==> src/rtl/imem_loader_arb.sv <==
// imem_loader_arb: owns the single-port instruction RAM and arbitrates it
// between CPU instruction fetch and an external loader. A programming
// session holds the CPU in reset, hands the loader exclusive read/write
// access, and then releases the CPU after HOLD_CYC cycles.
module imem_loader_arb #(
  parameter int AW       = 8,
  parameter int HOLD_CYC = 4
) (
  input  logic          HCLK,
  input  logic          HRESETn,
  input  logic          cpu_req,
  input  logic [31:0]   cpu_addr,
  output logic [15:0]   cpu_rdata,
  output logic          cpu_ready,
  output logic          cpu_hold,
  input  logic          ld_valid,
  output logic          ld_ready,
  input  logic          ld_we,
  input  logic [AW-1:0] ld_addr,
  input  logic [15:0]   ld_wdata,
  output logic [15:0]   ld_rdata,
  output logic          ld_rvalid,
  input  logic          prog_start,
  input  logic          prog_done,
  output logic [AW:0]   wr_count,
  output logic          mem_en,
  output logic          mem_we,
  output logic [AW-1:0] mem_addr,
  output logic [15:0]   mem_wdata,
  input  logic [15:0]   mem_rdata
);

  localparam int CW = (HOLD_CYC > 1) ? $clog2(HOLD_CYC) : 1;

  typedef enum logic [1:0] {RUN, DRAIN, PROG, RELEASE} state_t;

  state_t          state;
  state_t          state_nxt;
  logic [CW-1:0]   hold_cnt;
  logic            cpu_grant;
  logic            cpu_oor;
  logic            ld_rd_grant;
  logic            ld_wr_grant;
  logic            oor_p1;
  logic            unused_bits;

  // Write counter saturates rather than wrapping so a runaway loader is visible.
  function automatic logic [AW:0] sat_inc(input logic [AW:0] v);
    return (&v) ? v : v + 1'b1;
  endfunction

  // Bit 0 of the byte address selects a byte within the halfword; not needed.
  assign unused_bits = cpu_addr[0];
  assign cpu_oor     = |cpu_addr[31:AW+1];
  assign ld_rd_grant = ld_ready & ~ld_we;
  assign ld_wr_grant = ld_ready & ld_we;
  assign mem_wdata   = ld_wdata;

  // Out-of-range fetches return zero so the core sees a harmless opcode.
  assign cpu_rdata = oor_p1 ? 16'h0000 : mem_rdata;
  assign ld_rdata  = mem_rdata;

  // Next-state and RAM port steering; the CPU has fixed priority in RUN.
  always_comb begin
    state_nxt = state;
    cpu_grant = 1'b0;
    ld_ready  = 1'b0;
    mem_en    = 1'b0;
    mem_we    = 1'b0;
    mem_addr  = ld_addr;
    case (state)
      RUN: begin
        cpu_grant = cpu_req;
        if (cpu_req) begin
          mem_en   = ~cpu_oor;
          mem_addr = cpu_addr[AW:1];
        end else if (ld_valid && !ld_we) begin
          ld_ready = 1'b1;
          mem_en   = 1'b1;
        end
        if (prog_start) state_nxt = DRAIN;
      end
      DRAIN: begin
        state_nxt = PROG;
      end
      PROG: begin
        ld_ready = ld_valid;
        mem_en   = ld_valid;
        mem_we   = ld_valid & ld_we;
        if (prog_done) state_nxt = RELEASE;
      end
      RELEASE: begin
        if (hold_cnt == '0) state_nxt = RUN;
      end
      default: state_nxt = RUN;
    endcase
  end

  // State register.
  always_ff @(posedge HCLK or negedge HRESETn) begin
    if (!HRESETn) state <= RUN;
    else          state <= state_nxt;
  end

  // Read-valid flags and CPU hold, all one cycle behind the grant decision.
  always_ff @(posedge HCLK or negedge HRESETn) begin
    if (!HRESETn) begin
      cpu_ready <= 1'b0;
      ld_rvalid <= 1'b0;
      cpu_hold  <= 1'b0;
    end else begin
      cpu_ready <= cpu_grant;
      ld_rvalid <= ld_rd_grant;
      cpu_hold  <= (state_nxt != RUN);
    end
  end

  // Range flag travels with the fetch to mask the returned data.
  always_ff @(posedge HCLK) begin
    oor_p1 <= cpu_grant & cpu_oor;
  end

  // Release hold counter: loaded on RELEASE entry, counts down to zero.
  always_ff @(posedge HCLK or negedge HRESETn) begin
    if (!HRESETn) begin
      hold_cnt <= '0;
    end else if (state != RELEASE && state_nxt == RELEASE) begin
      hold_cnt <= CW'(HOLD_CYC - 1);
    end else if (state == RELEASE && hold_cnt != '0) begin
      hold_cnt <= hold_cnt - 1'b1;
    end
  end

  // Session write counter: cleared when a session starts, kept afterwards.
  always_ff @(posedge HCLK or negedge HRESETn) begin
    if (!HRESETn) begin
      wr_count <= '0;
    end else if (state == RUN && state_nxt == DRAIN) begin
      wr_count <= '0;
    end else if (ld_wr_grant) begin
      wr_count <= sat_inc(wr_count);
    end
  end

endmodule
==> config.mk <==
export PLATFORM = sky130hd
export DESIGN_NAME = imem_loader_arb
export DESIGN_NICKNAME = d
export VERILOG_FILES = /design/src/rtl/imem_loader_arb.sv
export SDC_FILE = /design/constraint.sdc
export NUM_CORES = 1
export LEC_CHECK = 0
export BUFFER_PORTS_ARGS = -buffer_cell sky130_fd_sc_hd__buf_2
export CORE_UTILIZATION = 37
export CTS_CLUSTER_SIZE = 16
export DETAILED_ROUTE_END_ITERATION = 12
export GPL_TIMING_DRIVEN = 0
export PLACE_DENSITY = 0.95
export SYNTH_ARGS = -nofsm -noshare
export SYNTH_HDL_FRONTEND = slang
export SYNTH_SLANG_ARGS = --single-unit
==> constraint.sdc <==
create_clock -name HCLK -period 3.6 [get_ports HCLK]
set_input_delay 0.72 -clock HCLK [delete_from_list [all_inputs] [get_ports HCLK]]
set_output_delay 0.72 -clock HCLK [all_outputs]
set_load 0.005 [all_outputs]
# ---- After elaboration in Yosys (flattened, before gate mapping)
# Index checks and enable logic that the tools add are counted.
dict set report totals {
  register_bits 17
  output_inout_bits 71
}
dict set report classes {
  n_eq_ne 7
  n_bitwise 6
  n_reduce_logical 14
  muxes 19
  n_addsub 2
}
# cell count
set op_table {}
lappend op_table {{two-way mux 9 bit} 3}
lappend op_table {{OR reduction 23 bit} 1}
lappend op_table {{two-way mux 16 bit} 1}
lappend op_table {{two-way mux 8 bit} 2}
lappend op_table {{two-way mux 2 bit} 5}
lappend op_table {{adder 9 x 1 -> 9 bit (second input constant)} 1}
lappend op_table {{AND reduction 9 bit} 1}
lappend op_table {{one-hot mux 2 bit (4 select lines)} 1}
lappend op_table {{nonzero test 2 bit} 4}
lappend op_table {{== test 2 bit (second input constant)} 3}
lappend op_table {{two-way mux 1 bit} 5}
lappend op_table {{bitwise AND 1 bit} 4}
lappend op_table {{== test 2 x 1 -> 1 bit (second input constant)} 2}
lappend op_table {{logical AND 1 bit} 4}
lappend op_table {{logical NOT 2 bit} 2}
lappend op_table {{!= test 2 bit (second input constant)} 2}
lappend op_table {{one-hot mux 1 bit (2 select lines)} 2}
lappend op_table {{inverter 1 bit} 2}
lappend op_table {{AND reduction 2 bit} 1}
lappend op_table {{subtractor 2 x 1 -> 2 bit (second input constant)} 1}
lappend op_table {{logical NOT 1 bit} 1}

# ---- Logic depth before layout (Yosys ltp)
dict set report logic_depth {
  word_depth 8
  depth_mapped 7
}

# ---- Worst setup path after synthesis
# OpenSTA, ideal clock, no wires.
dict set report synth_timing {
  kind {input port to output port}
  start {input port cpu_req}
  end {output port mem_addr[0]}
  path_stages 3
  arrival_time_ns 1.496
  n_path_buf 1
  required_time_ns 2.880
  slack_ns 1.384
  cell_sequence {nor3b_1 -> buf_4 -> mux2_2}
}
dict set report synth_between {
  elab_chain_cells 2
}
# element line
set synth_lines {}
lappend synth_lines {{from (decl)} 11} ;# input logic cpu_req,
lappend synth_lines {{two-way mux 8 bit} 74} ;# if (cpu_req) begin
lappend synth_lines {{two-way mux 8 bit} 71} ;# case (state)
lappend synth_lines {{to (decl)} 28} ;# output logic [AW-1:0] mem_addr,
# No other way between the ends.

# ---- Worst setup path after layout
dict set report layout_timing {
  start {register state[0]}
  end {output port mem_addr[0]}
}
dict set report layout_between {
  elab_chain_cells 2
}
# element line
set layout_lines {}
lappend layout_lines {{from (decl)} 37} ;# state_t state;
lappend layout_lines {{from (signal assigned)} 102} ;# else state <= state_nxt;
lappend layout_lines {{logical NOT 2 bit} 71}
lappend layout_lines {{two-way mux 8 bit} 71}
# No other way between the ends.

==> out/summary.txt <==
H-tree depth: 1
Final Cycle Share: 71.20%
Final WL: 3884 µm
Post-synthesis compound-gate area fraction: 7.369%
Multiplexer area fraction after synthesis: 10.54%
Synth top area share: 29.85%
Largest family of logic cells by synthesized area: simple AND/OR/NAND/NOR gates
Setup slack after layout: 1.037 ns
Slowest stage cell, crit path: dfrtp_1
Design area: 2086 µm²
# rows: 21
Most used cell, CP: buf_2
Psw: 0.2771 mW
Int Pwr: 0.4796 mW
Post-synthesis sequential area ratio: 31.34%
Mean Syn Cell Area: 8.598 µm²
# nets final: 375
Place WS: 1.109 ns
Clk sinks: 17
Fin Setup TNS: 0 ns
Post-CTS Setup Inserts: 0
WP data arrival: 1.84 ns
Switching share of power: 36.62%
Yosys warns: 0
Commonest cells after routing, fill and taps aside: buf_2, buf_4, nor2b_1
Clock power frac: 13.3%
Main area contributors after synthesis: dfrtp_1, buf_4, nor2b_1
Worst Tran Pin Value: 0.3698 ns
Max_cap viols: 0
Critical Path End Type: output pin
Worst-path cell chain: buf_2, nor3b_1, buf_4, mux2_2, buf_2
Post-Route Skew: 0.001177 ns
1st-pass router iterations: 4
Seq cells post-synth: 17
DR iter-0 viols: 70
Cts hold-fix bufs: 0
Fmax: 0.3901 GHz
Number of diodes: 0
Synthesized area: 1341 µm²
Worst Path Max Fanout: 10
Cell family with most CP delay: buffers and inverters
Final setup vio count: 0
CTS root buf: clkbuf_4
Final hold violations: 0
Total power: 0.7566 mW
Post-synth ARST share: 94.12%
EDFF count, synth: 0
Post-Syn Instances: 156
Setup crit start kind: flop
Gpl congestion: 0.8148
Drc violations: 0
Area Overhead vs Synth: 55.50%
Largest net degree at the start of global routing: 17
Bufs and invs on worst path: 3
Clock-pin slew of the registers on the worst-case setup and hold paths: 0.09 ns
Antenna violations before repair: 0
Cell taking the most area after synthesis: dfrtp_1
Top Ports: 150
Fraction of the mapped netlist area in adder cells: 2.799%
TritonCTS Buffers: 3
RSZ-0062 raised after global routing: false
Max Slew Vio Count: 0
Detail Route Antenna Nets: 0
Routed wire length per instance: 11.49 µm
Gr ovfl total: 0
CP required: 2.88 ns
Die H: 62.21 µm
Hold WC Path Type: input pin to asynchronous set/reset pin
Min Tclk post-route: 2.563 ns
Detailed Place HPWL: 3304 µm
Core region area: 3416 µm²
Worst slew margin: 75.12%
GRT Overall Usage: 20.09%
Clock Latency Late Sink: 0.29 ns
Longest Clk Path Bufs: 2
Post-CTS sizing: 0
Logic pwr share: 48.5%
Power density cells: 362.8 nW/µm²
Via count: 1,564
Global-route wire length before repair: 6175 µm
Top FF cell, synth: dfrtp_1
Sequential Power Share: 38.2%
Status: completed
Chip width: 62.21 µm
Share of cells above drive strength 1: 61.64%
Synthesized Nets: 238
CP peak stage delay: 0.39 ns
Post-Synth Simple-Gate Area: 26.77%
Port Buffer Count: 132
Number of vias per cell: 4.627
Initial Utilization: 39.27%
CTS tree: yes
Number of global-route vias before repair: 1,394
Cell variety after synth: 30
Post-synthesis xor/xnor area fraction: 0%
Commonest non-fill, non-tap cell in the layout: buf_2
Category of the most critical setup path: flop to output pin
Leak pwr: 1.166 nW
Post-DP Area: 2059 µm²
VDD IR max: 0.0002395 V
Die area: 3870 µm²
[routing by layer]
layer	vias to the layer above	part of all wire, %	GRT usage (%)
met5	-	0	0
met4	0	0.70	6.977
met3	2	7.5	5.147
met2	79	54	36.68
met1	701	38	22.39
li1	782	-	-
[path summary, 6_finish.rpt]
path / from / end / slack, ns / depth (start not counted)
worst max-delay path: state[0] / mem_addr[0] / 1.04 / 5
worst min-delay path: HRESETn / wr_count[2] / 0.33 / 1
worst max register to register: wr_count[0] / wr_count[5] / 1.55 / 7
worst min register to register: wr_count[7] / wr_count[7] / 0.51 / 1
max in group asynchronous: HRESETn / cpu_ready / 3.02 / 1
min in group HCLK: wr_count[7] / wr_count[7] / 0.51 / 1
[layout make-up]
class	instances	area (µm²)
inverters	5	18.77
well taps	46	57.56
fillers	324	1330
plain buffers	37	265.3
flip-flops and latches	17	420.4
repair buffers	132	660.6
clock buffers	4	26.28
multi-input cells	97	636.9
[stage by stage]
stage          util [%]  hold slack, ns  std cells
6_report          61.06          0.3257        338
5_1_grt           61.06          0.3337        338
4_1_cts           61.06          0.3294        338
3_5_place_dp      60.29          0.4948        334
3_3_place_gp      60.29          0.4905        334
2_1_floorplan         -          0.4244        156
[worst register-to-register path: stages (launching register included)]
cell and delay (ns):
dfrtp_1 0.43, ha_1 0.27, nand3_1 0.08, nor2_1 0.05, ha_1 0.25, nand4b_1 0.31
or4_1 0.45, a21oi_1 0.15
[sequential cells by signal, summed over array words and instances (netlist names)]
signal     count
cpu_ready      1
wr_count       9
cpu_hold       1
hold_cnt       2
ld_rvalid      1
state          2
oor_p1         1
[kinds of logic (layout without fill, tap and decap cells)]
group | after synthesis | in the layout
flip-flops | 17 | 17
multiplexers | 13 | 13
adder cells (fa/ha/maj) | 3 | 3
AO/OA/AOI/OAI | 17 | 17
buffers and inverters | 42 | 178
AND/OR/NAND/NOR | 64 | 64
[power groups by stage]
stage / combinational [mW] / clock (mW) / sequential (mW)
after detailed placement: 0.372 / 0 / 0.291
after floorplan: 0.217 / 0 / 0.281
after global routing: 0.410 / 0.113 / 0.298
after global placement: 0.352 / 0 / 0.288
final: 0.367 / 0.100 / 0.289
after CTS: 0.372 / 0.102 / 0.288
[synth_stat cells, types with 2 or more instances]
master    instances
o21a_1            2
dfrtp_1          16
nor2_1            7
nand4b_1          2
nand2_1           9
mux2_2            9
ha_1              3
buf_4            33
or3_1             2
inv_1             5
clkbuf_1          2
mux2i_1           4
nor4_1            6
nor2b_1          20
o21ai_0           6
buf_2             2
nor3_1            3
a21oi_1           6
nand3_1           7
nand4_1           2
(Power assumes the default switching activity.)
